$ cat config.mk
export PLATFORM = sky130hd
export DESIGN_NAME = gt_compare_seq
export DESIGN_NICKNAME = d
export VERILOG_FILES = /design/src/rtl/gt_seq_pkg.sv /design/src/rtl/greater_than_2bit.sv /design/src/rtl/gt_compare_seq.sv
export SDC_FILE = /design/constraint.sdc
export NUM_CORES = 1
export LEC_CHECK = 0
export CORE_UTILIZATION = 50
export CTS_CLUSTER_SIZE = 10
export DETAILED_ROUTE_END_ITERATION = 10
export PLACE_DENSITY = 0.77
export SYNTH_ARGS = -nofsm -noshare
export SYNTH_HDL_FRONTEND = slang
export SYNTH_SLANG_ARGS = --single-unit
$ cat constraint.sdc
create_clock -name clk -period 4.63 [get_ports clk]
set_input_delay 0.926 -clock clk [delete_from_list [all_inputs] [get_ports clk]]
set_output_delay 0.926 -clock clk [all_outputs]
set_load 0.01 [all_outputs]
$ cat src/rtl/gt_seq_pkg.sv
// Shared definitions for the sequential magnitude comparator: state encoding
// and default operand width.
package gt_seq_pkg;

   localparam int DEFAULT_WIDTH = 8;

   localparam logic [1:0] ST_IDLE    = 2'd0;
   localparam logic [1:0] ST_COMPARE = 2'd1;
   localparam logic [1:0] ST_DONE    = 2'd2;

   typedef enum logic [1:0] {
      IDLE    = ST_IDLE,
      COMPARE = ST_COMPARE,
      DONE    = ST_DONE
   } state_t;

endpackage

$ cat src/rtl/greater_than_2bit.sv
// Combinational 2-bit unsigned greater-than; the single digit comparator that
// the sequencer time-multiplexes.
module greater_than_2bit (
   input  logic [1:0] a,
   input  logic [1:0] b,
   output logic       gt
);

   assign gt = (a[1] & ~b[1]) | (~(a[1] ^ b[1]) & a[0] & ~b[0]);

endmodule

$ cat src/rtl/gt_compare_seq.sv
// Multi-cycle WIDTH-bit unsigned comparator, one 2-bit digit per cycle, MSB first.
// Optional macro GT_SEQ_EARLY_EXIT_EN: stop at the first differing digit.
module gt_compare_seq
   import gt_seq_pkg::*;
#(
   parameter int WIDTH = DEFAULT_WIDTH
) (
   input  logic             clk,
   input  logic             rst_n,
   input  logic             start,
   input  logic [WIDTH-1:0] a,
   input  logic [WIDTH-1:0] b,
   output logic             busy,
   output logic             done,
   output logic             gt,
   output logic             eq,
   output logic             lt
);

   localparam int DIGITS = WIDTH / 2;
   localparam int IW     = (DIGITS > 1) ? $clog2(DIGITS) : 1;
   localparam logic [IW-1:0] IDX_TOP = IW'(DIGITS - 1);

   state_t           state;
   state_t           state_next;
   logic [WIDTH-1:0] a_reg;
   logic [WIDTH-1:0] b_reg;
   logic [IW-1:0]    idx;
   logic [1:0]       a_dig [DIGITS];
   logic [1:0]       b_dig [DIGITS];
   logic [1:0]       a_cur;
   logic [1:0]       b_cur;
   logic             dig_gt;
   logic             dig_eq;
   logic             accept;
   logic             last;
`ifndef GT_SEQ_EARLY_EXIT_EN
   logic             decided;
   logic             dec_gt;
`endif

   genvar gi;
   generate
      for (gi = 0; gi < DIGITS; gi++) begin : g_digit
         assign a_dig[gi] = a_reg[2*gi+1:2*gi];
         assign b_dig[gi] = b_reg[2*gi+1:2*gi];
      end
   endgenerate

   // Explicit match mux keeps the select safe when DIGITS is not a power of two.
   always_comb begin
      a_cur = '0;
      b_cur = '0;
      for (int i = 0; i < DIGITS; i++) begin
         if (idx == IW'(i)) begin
            a_cur = a_dig[i];
            b_cur = b_dig[i];
         end
      end
   end

   greater_than_2bit u_cmp (
      .a  (a_cur),
      .b  (b_cur),
      .gt (dig_gt)
   );

   assign dig_eq = &(a_cur ~^ b_cur);
   assign accept = start && (state != COMPARE);
   assign last   = (idx == '0);
   assign busy   = (state == COMPARE);
   assign done   = (state == DONE);

   always_ff @(posedge clk or negedge rst_n) begin
      if (!rst_n) state <= IDLE;
      else        state <= state_next;
   end

   always_comb begin
      state_next = state;
      case (state)
         IDLE:    if (start) state_next = COMPARE;
`ifdef GT_SEQ_EARLY_EXIT_EN
         COMPARE: if (!dig_eq || last) state_next = DONE;
`else
         COMPARE: if (last) state_next = DONE;
`endif
         DONE:    state_next = start ? COMPARE : IDLE;
         default: state_next = IDLE;
      endcase
   end

   always_ff @(posedge clk or negedge rst_n) begin
      if (!rst_n) begin
         a_reg   <= '0;
         b_reg   <= '0;
         idx     <= '0;
         gt      <= 1'b0;
         eq      <= 1'b0;
         lt      <= 1'b0;
`ifndef GT_SEQ_EARLY_EXIT_EN
         decided <= 1'b0;
         dec_gt  <= 1'b0;
`endif
      end else if (accept) begin
         a_reg   <= a;
         b_reg   <= b;
         idx     <= IDX_TOP;
         gt      <= 1'b0;
         eq      <= 1'b0;
         lt      <= 1'b0;
`ifndef GT_SEQ_EARLY_EXIT_EN
         decided <= 1'b0;
         dec_gt  <= 1'b0;
`endif
      end else if (state == COMPARE) begin
`ifdef GT_SEQ_EARLY_EXIT_EN
         if (!dig_eq) begin
            gt <= dig_gt;
            lt <= ~dig_gt;
            eq <= 1'b0;
         end else if (last) begin
            eq <= 1'b1;
         end else begin
            idx <= idx - 1'b1;
         end
`else
         // First differing digit wins; flags are only published on the last digit.
         if (!decided && !dig_eq) begin
            decided <= 1'b1;
            dec_gt  <= dig_gt;
         end
         if (last) begin
            if (decided) begin
               gt <= dec_gt;
               lt <= ~dec_gt;
            end else if (!dig_eq) begin
               gt <= dig_gt;
               lt <= ~dig_gt;
            end else begin
               eq <= 1'b1;
            end
         end else begin
            idx <= idx - 1'b1;
         end
`endif
      end
   end

endmodule
==> Word level (Yosys, flattened, before mapping) <==
Cells that the tools add are included.
{ "word_totals": {"reg_bits": 25, "input_bits": 19, "output_inout_bits": 5} }
{ "op_classes": {"addsub": 1, "n_eq_ne": 11, "n_mux": 36, "n_bitwise": 11, "n_reduce_logical": 16} }
{ "ops": {"columns": ["op", "n"], "rows": [
  ["$mux 2", 13],
  ["$mux 1", 22],
  ["$reduce_and 2->1", 4],
  ["$reduce_bool 2->1", 4],
  ["$eq 2x2->1 const B", 3],
  ["$ne 2x2->1 const B", 3],
  ["$pmux 2 s3", 1],
  ["$not 1->1", 5],
  ["$eq 2x1->1 const B", 2],
  ["$logic_not 2->1", 2],
  ["$ne 2x1->1 const B", 2],
  ["$reduce_and 4->1", 1],
  ["$and 1x1->1", 3],
  ["$ne 3x1->1 const B", 1],
  ["$reduce_and 3->1", 1],
  ["$logic_and 1x1->1", 2],
  ["$logic_not 1->1", 2],
  ["$sub 2x1->2 const B", 1],
  ["$xnor 2x2->2", 1],
  ["$or 1x1->1", 1],
  ["$xor 1x1->1", 1]
]} }

==> Depth between registers and ports, before layout <==
Gate-level depths: netlist (run 1).
{ "logic_depth": {"ltp_word": 16, "mapped_depth": 12, "mapped_depth_nobuf": 11} }

==> Cells and area by module <==
From an unflattened synthesis (run 1), not the netlist that was laid out.
{ "hier_totals": {"hier_cells": 113, "hier_area_um2": 1302.5} }
{ "modules_own_cells": {"columns": ["mod", "n_inst", "cells_each", "area_each_um2"], "rows": [
  ["gt_compare_seq", 1, 109, 1275.0],
  ["greater_than_2bit", 1, 4, 27.5]
]} }

==> Worst setup path before layout (run 1) <==
OpenSTA, ideal clock, no wires.
{ "synth_path": {"path_type": "register to register", "from": "register idx[1]", "to": "register lt", "t_arrival_ns": 2.379, "required_time_ns": 4.565, "path_slack_ns": 2.187, "path_stages_with_launch": 12, "n_path_buf": 1, "synth_period_minus_slack_ns": 2.443, "path_cell_list": "dfrtp_1 inv_1 ha_1 and2b_2 a221oi_1 nor3_1 a21oi_1 ha_1 clkbuf_2 a31o_2 a2111oi_1 or3_1"} }
{ "synth_between": {"elab_chain_len": 16, "word_cells_on_any_way": 31, "cone_classes": "eq/ne (4); mux (13); bitwise (10); reduce/logical (4)"} }
{ "synth_lines": {"columns": ["element", "line_no", "source"], "rows": [
  ["from (decl)", "gt_compare_seq.sv:28", "logic [IW-1:0] idx;"],
  ["from (signal assigned)", "gt_compare_seq.sv:144", "idx <= idx - 1'b1;"],
  ["$logic_not 2->1", "gt_compare_seq.sv:55, gt_compare_seq.sv:70", null],
  ["$mux 2 (4 in a row)", "gt_compare_seq.sv:55", "if (idx == IW'(i)) begin"],
  ["$xor 1x1->1", "greater_than_2bit.sv:9", "assign gt = (a[1] & ~b[1]) | (~(a[1] ^ b[1]) & a[0] & ~b[0]);"],
  ["$not 1->1", "greater_than_2bit.sv:9", null],
  ["$and 1x1->1 (2 in a row)", "greater_than_2bit.sv:9", null],
  ["$or 1x1->1", "greater_than_2bit.sv:9", null],
  ["$not 1->1", "gt_compare_seq.sv:139", "lt <= ~dig_gt;"],
  ["$mux 1", "gt_compare_seq.sv:137", "end else if (!dig_eq) begin"],
  ["$mux 1", "gt_compare_seq.sv:134", "if (decided) begin"],
  ["$mux 1", "gt_compare_seq.sv:133", "if (last) begin"],
  ["$mux 1", "gt_compare_seq.sv:116", "end else if (state == COMPARE) begin"],
  ["$mux 1", "gt_compare_seq.sv:105", "end else if (accept) begin"],
  ["to (signal assigned)", "gt_compare_seq.sv:136", "lt <= ~dec_gt;"],
  ["to (signal assigned)", "gt_compare_seq.sv:139", null],
  ["to (decl)", "gt_compare_seq.sv:17", "output logic lt"]
]} }
Parallel ways exist; a longest one is shown, timed or not. The select of a mux whose other input is x is not followed.
A chain may end at the register's enable or synchronous reset.

==> Worst setup path after layout (run 1) <==
Same ends and word-level chain as after synthesis.

==> results of run 1 <==
final timing paths:
check / from / endpoint / slack, ps / cells past startpoint
min in group asynchronous: rst_n / lt$_DFFE_PN0P_ / 1170 / 1
worst min-delay path: a_reg[0]$_DFFE_PN0P_ / a_reg[0]$_DFFE_PN0P_ / 520 / 1
worst min register to register: a_reg[0]$_DFFE_PN0P_ / a_reg[0]$_DFFE_PN0P_ / 520 / 1
worst max-delay path: idx[1]$_DFFE_PN0P_ / lt$_DFFE_PN0P_ / 1840 / 11
worst max register to register: idx[1]$_DFFE_PN0P_ / lt$_DFFE_PN0P_ / 1840 / 11
max in group asynchronous: rst_n / b_reg[0]$_DFFE_PN0P_ / 2800 / 1
worst max-delay path: cells and delay by family (launching register included):
kind / cells / cell delay, ps
AOI/OAI and AO/OA: 5 / 990
adders and majority gates: 2 / 740
and+or+nand+nor: 3 / 490
DFF: 1 / 440
buffers and inverters: 1 / 100
cells by family (layout without fill, tap and decap cells):
logic type                 Yosys count  after routing  synth area share
xor gates and xnor gates             1              1           0.01260
and+or+nand+nor                     27             27            0.1231
muxes                               17             17            0.1473
AOI/OAI and AO/OA                   24             24            0.1405
adders and majority gates            5              5           0.04845
buffers and inverters               12             33           0.04359
DFF                                 25             25            0.4845
routing by layer:
layer  up-vias  part of all wire  wire length [um]
met1       441              0.44              1006
met5         -                 0                 0
met3         7             0.040                92
li1        443                 -                 -
met4         0             0.022                51
met2        28              0.50              1144
per-stage QoR:
| step | instances | power, mW |
|---|---|---|
| after floorplan | 111 | 0.8427 |
| after global placement | 158 | 0.9511 |
| after detailed placement | 158 | 0.9758 |
| after CTS | 162 | 1.074 |
| after global routing | 162 | 1.154 |
| final | 162 | 1.070 |
placed cells by master, fill, tap and decap left out, types with 2 or more instances in the layout:
| cell type | instances |
|---|---|
| a211oi_1 | 3 |
| a21oi_1 | 8 |
| a31oi_1 | 2 |
| clkbuf_4 | 3 |
| clkdlybuf4s50_1 | 23 |
| dfrtp_1 | 25 |
| ha_1 | 5 |
| inv_1 | 6 |
| mux2_2 | 16 |
| nand2_1 | 5 |
| nand3b_1 | 3 |
| nor2_1 | 5 |
| nor2b_1 | 3 |
| nor3b_1 | 2 |
| o22ai_1 | 2 |
layout make-up:
class / count / area share
Clock buffer: 3 / 0.01450
Timing Repair Buffer: 23 / 0.1483
Tap cell: 30 / 0.02417
Clock inverter: 1 / 0.003223
Multi-Input combinational cell: 74 / 0.3924
Sequential cell: 25 / 0.4029
Inverter: 6 / 0.01450
power by group through the flow:
stage / sequential [mW] / clock (mW) / combinational, mW
after floorplan: 0.376 / 0 / 0.467
after global placement: 0.390 / 0 / 0.561
after detailed placement: 0.395 / 0 / 0.580
after CTS: 0.389 / 0.102 / 0.583
after global routing: 0.404 / 0.111 / 0.638
final: 0.389 / 0.101 / 0.580
==> summary.txt, run 1 <==
Outcome
  • Outcome: complete, no violations

Synth
  • Count of cell types in the netlist: 38
  • List of most frequent post-synthesis cells: dfrtp_1 (25), mux2_2 (16), a21oi_1 (8)
  • Synthesized net count: 135
  • Synth top area cells: dfrtp_1 (48%), mux2_2 (14%), ha_1 (4.8%), a21oi_1 (3.1%), a221oi_4 (2.0%)
  • Post-Syn Instances: 111
  • Netlist Area Pre-Place: 1291 um^2
  • Predominant post-synthesis flop cell: dfrtp_1
  • Synth async-reset ratio: 1.000
  • Most frequent cell after synthesis: dfrtp_1
  • Synthesized area per cell: 11.63 um^2
  • Register bit total from synthesis: 25
  • Ys Warns: 0
  • Post-synthesis sequential area ratio: 0.4845
  • Yosys top cell area share: 0.4845
  • Number of synthesized flops with an enable pin: 0
  • Yosys top cell by area: dfrtp_1

Final layout
  • Fill count: 210
  • ANT cells: 0
  • Layout cells sized above 1: 0.1818
  • P&R area growth vs syn: 20.25%
  • Multi-input logic area: 609.3 um^2
  • Fin nets: 157
  • Post-route cell area: 1553 um^2
  • Post-layout util: 0.6325
  • Sequential Area: 625.6 um^2

Global routing
  • Initial antenna violation count: 0
  • Total gr overflow: 0
  • Met3 usage: 0.04058
  • All-Layer GR Usage: 0.1944
  • Vias in the first global route: 868
  • Largest net degree at the start of global routing: 26
  • First-pass GRT wire length: 3891 um
  • Met1 Resource Use GR: 0.2230
  • Met2 global-route usage: 0.3354
  • GRT busiest layer: met2

Pwr
  • Clock power frac: 0.095
  • Seq pwr share: 0.363
  • Internal: 636.6 uW
  • Sw frac: 0.4051
  • Max IR drop VDD: 0.5180 mV
  • Leakage: 0.6707 nW
  • P per Cell Area: 689.1 nW/um^2
  • Comb pwr share: 0.542
  • Sw Pwr: 433.5 uW

CTS
  • Total CTS buffers: 3
  • CTS Root Cell: clkbuf_4
  • Total setup buffers inserted after CTS: 0
  • Worst skew pair latency: 330 ps
  • CTS sink count: 25
  • CTS clk-pin slew, worst paths: 150 ps
  • Post-CTS Hold Buffers: 0
  • H-tree lvl count: 1
  • Resized cells post-CTS: 0
  • Clock Path Buffers: 2
  • Clock tree from TritonCTS: built

Place
  • IO buf count: 23
  • DP HPWL: 1672 um
  • Area after DPL: 1525 um^2
  • Gpl congestion: 0.8065
  • Dpl ws: 1766 ps

STA
  • Min Hold Slack: 523.4 ps
  • RSZ-0062 raised after global routing: false
  • Clk_skew: 9.987 ps
  • Final WS setup: 1837 ps
  • Max_slew headroom: 0.2634
  • Period Utilization, post-route: 0.6032
  • Fmax: 358.1 MHz
  • Worst Max-Slew Pin Slew: 1101 ps
  • # setup viols final: 0
  • Tmin final: 2793 ps
  • TNS Setup: 0 ps
  • Final hold violations: 0
  • Max Transition Viols Final: 0

Critical path
  • Crit end category: flip-flop
  • Cell mode on critical path: ha_1
  • Crit-path slowest cell: dfrtp_1
  • Critical Path AT: 3080 ps
  • Setup Crit Path Kind: flip-flop to flip-flop
  • CP peak stage delay: 440 ps
  • CP Max Fanout: 9
  • Critical Path RT: 4910 ps
  • Crit start category: flip-flop
  • CP Cell Sequence: inv_1 > ha_1 > and2b_2 > a22oi_1 > nor2_1 > a21oi_1 > o21ai_0 > ha_1 > a31o_2 > a2111oi_1 > or3_1

Die
  • Die ar.: 2790 um^2
  • Core Area: 2455 um^2
  • Die Width: 52.82 um
  • Rows: 18
  • IO Count: 24
  • Initial Util: 0.5260
  • Die H: 52.82 um

Routing
  • Routed wire length: 2295 um
  • # DRC: 0
  • Pre-antenna DRT Iters: 4
  • WL per Instance: 14.17 um
  • DR vias: 919
  • Vias per cell: 5.673
  • Routed Antenna Nets: 0
  • DR iter-0 viols: 16

Flow run
  • Max-cap violations: 0

Worst hold path
  • Worst Hold Class: flip-flop to flip-flop
No activity file was read; power rests on OpenSTA's default activity.
==> run 2, diff against run 1 <==
Settings changed: CORE_UTILIZATION 50 to 46, PLACE_DENSITY 0.77 to 0.75.
Clock period 4.63 ns to 2.5 ns, I/O delays scaled along.
==> summary.txt, run 2 (synthesized netlist as in run 1, its figures left out) <==
Flow run
  • Max-cap violations: 0 (unchanged)

Critical path
  • Delay-heaviest family, CP: compound AO/OA/AOI/OAI gates (unchanged)
  • CP Max Fanout: 6 (was 9)
  • Endpoint of the lowest-slack register-to-register path: dec_gt$_DFFE_PN0P_ (was lt$_DFFE_PN0P_)
  • CP bufs+invs: 2 (was 1)
  • Crit path depth: 10 (was 11)
  • CP Cell Sequence: inv_2 > ha_2 > and2b_2 > a221oi_2 > nor3_1 > a21oi_1 > ha_4 > buf_6 > a211oi_1 > mux2i_1 (was inv_1 > ha_1 > and2b_2 > a22oi_1 > nor2_1 > a21oi_1 > o21ai_0 > ha_1 > a31o_2 > a2111oi_1 > or3_1)
  • R2r startpoint: idx[1]$_DFFE_PN0P_ (unchanged)
  • CP peak stage delay: 440 ps (about the same)
  • Crit start category: flip-flop (unchanged)
  • Crit end category: flip-flop (unchanged)
  • R2R cell count: 10 (was 11)
  • Setup Crit Path Kind: flip-flop to flip-flop (unchanged)
  • Flop2flop setup slack: 120 ps (was 1840 ps)
  • Crit-path slowest cell: dfrtp_1 (unchanged)
  • Critical Path AT: 2650 ps (was 3080 ps)
  • Critical Path RT: 2760 ps (was 4910 ps)

Final layout
  • P&R area growth vs syn: 31.98% (was 20.25%)
  • Post-layout util: 0.6637 (was 0.6325)
  • ANT cells: 0 (unchanged)
  • Commonest cells after routing, fill and taps aside: dfrtp_1 (25), clkdlybuf4s50_1 (23), mux2_2 (16) (unchanged)
  • Layout cells sized above 1: 0.3121 (was 0.1818)
  • Fin nets: 166 (was 157)
  • Most common cell after layout, fill and taps aside: dfrtp_1 (unchanged)

Routing
  • Routed Antenna Nets: 0 (unchanged)
  • Vias per cell: 5.474 (was 5.673)
  • DR vias: 936 (was 919)
  • DR iter-0 viols: 3 (was 16)
  • Routed wire length: 2510 um (was 2295 um)
  • Pre-antenna DRT Iters: 4 (unchanged)
  • WL per Instance: 14.68 um (was 14.17 um)
  • # DRC: 0 (unchanged)

Pwr
  • P per Cell Area: 1396 nW/um^2 (was 689.1 nW/um^2)
  • Max IR drop VDD: 0.9115 mV (was 0.5180 mV)
  • Leakage: 0.7171 nW (was 0.6707 nW)

CTS
  • H-tree lvl count: 1 (unchanged)
  • CTS Root Cell: clkbuf_4 (unchanged)
  • Clock tree from TritonCTS: built (unchanged)
  • Total CTS buffers: 3 (unchanged)
  • CTS clk-pin slew, worst paths: 130 ps (was 150 ps)
  • Worst skew pair latency: 330 ps (about the same)
  • CTS sink count: 25 (unchanged)
  • Clock Path Buffers: 2 (unchanged)

Place
  • IO buf count: 23 (unchanged)
  • DP HPWL: 1857 um (was 1672 um)
  • Gpl congestion: 0.8221 (was 0.8065)

STA
  • Fmax: 419.4 MHz (was 358.1 MHz)
  • Min Hold Slack: 504.8 ps (was 523.4 ps)
  • TNS Setup: 0 ps (unchanged)
  • RSZ-0062 raised after global routing: false (unchanged)
  • Worst Max-Slew Pin Slew: 414.5 ps (was 1101 ps)
  • Clk_skew: 4.150 ps (was 9.987 ps)
  • Tmin final: 2384 ps (was 2793 ps)
  • Final hold violations: 0 (unchanged)
  • Max Transition Viols Final: 0 (unchanged)
  • # setup viols final: 0 (unchanged)
  • Period Utilization, post-route: 0.9538 (was 0.6032)
  • Max_slew headroom: 0.7231 (was 0.2634)

Global routing
  • First-pass GRT wire length: 3905 um (was 3891 um)
  • Total gr overflow: 0 (unchanged)
  • Vias in the first global route: 901 (was 868)
  • All-Layer GR Usage: 0.1872 (was 0.1944)
  • Largest net degree at the start of global routing: 26 (unchanged)
  • Initial antenna violation count: 0 (unchanged)

Die
  • Die H: 54.98 um (was 52.82 um)
  • Rows: 18 (unchanged)
  • Initial Util: 0.5029 (was 0.5260)
  • Die Width: 54.98 um (was 52.82 um)
  • Die ar.: 3023 um^2 (was 2790 um^2)
  • Core Area: 2567 um^2 (was 2455 um^2)
  • IO Count: 24 (unchanged)

Outcome
  • Outcome: complete, no violations (unchanged)

Worst hold path
  • Worst Hold Class: input port to asynchronous set/reset pin (was flip-flop to flip-flop)
## run 2: cell count changes in the layout (fill, tap and decap cells not counted), sizes merged
cell,delta
buf,+9
## run 2: timing repair
action	4_1_cts	5_1_grt
setup buffers	0	3
resized for setup	0	17
setup endpoints to repair	0	3
endpoints found under the hold margin	0	0
hold buffers	0	0
## run 2: area by class of cell
cell class / count / area [um^2]
repair buffers: 32 / 301.5
flip-flops and latches: 25 / 625.6
well taps: 30 / 37.54
inverters: 6 / 22.52
multi-input cells: 74 / 689.4
clock buffers: 3 / 22.52
fillers: 210 / 863.3
clock inverters: 1 / 5.005
## run 2: per-stage QoR
stage | instance area (um^2) | worst slack, ps | power (mW) | instances
6_report | 1704 | 115.6 | 2.379 | 171
5_1_grt | 1704 | 17.76 | 2.552 | 171
3_3_place_gp | 1570 | 144.4 | 1.819 | 164
2_1_floorplan | 1291 | 56.69 | 1.561 | 111
3_5_place_dp | 1570 | 64.65 | 1.887 | 164
4_1_cts | 1598 | 19.29 | 2.078 | 168
## run 2: power by group
part           switching, mW  internal [mW]  total (mW)  leakage (nW)
Combinational          0.711          0.739        1.45         0.400
Sequential             0.146          0.599       0.745         0.299
Clock                  0.123         0.0602       0.183        0.0177
## run 2: worst max-delay path by stage
| stage | from | end |
|---|---|---|
| floorplan | idx[1]$_DFFE_PN0P_ | lt$_DFFE_PN0P_ |
| global placement | idx[0]$_DFFE_PN0P_ | lt$_DFFE_PN0P_ |
| detailed placement | idx[0]$_DFFE_PN0P_ | lt$_DFFE_PN0P_ |
| CTS | idx[0]$_DFFE_PN0P_ | lt$_DFFE_PN0P_ |
| global route | idx[1]$_DFFE_PN0P_ | dec_gt$_DFFE_PN0P_ |
| finish | idx[1]$_DFFE_PN0P_ | dec_gt$_DFFE_PN0P_ |
## run 2: layer usage
metal  up-vias  GRT usage  wire length, um
met5         -          0                0
met3         5    0.02459               95
li1        462          -                -
met2        22     0.3394             1272
met1       447     0.2158             1097
met4         0    0.08750               44
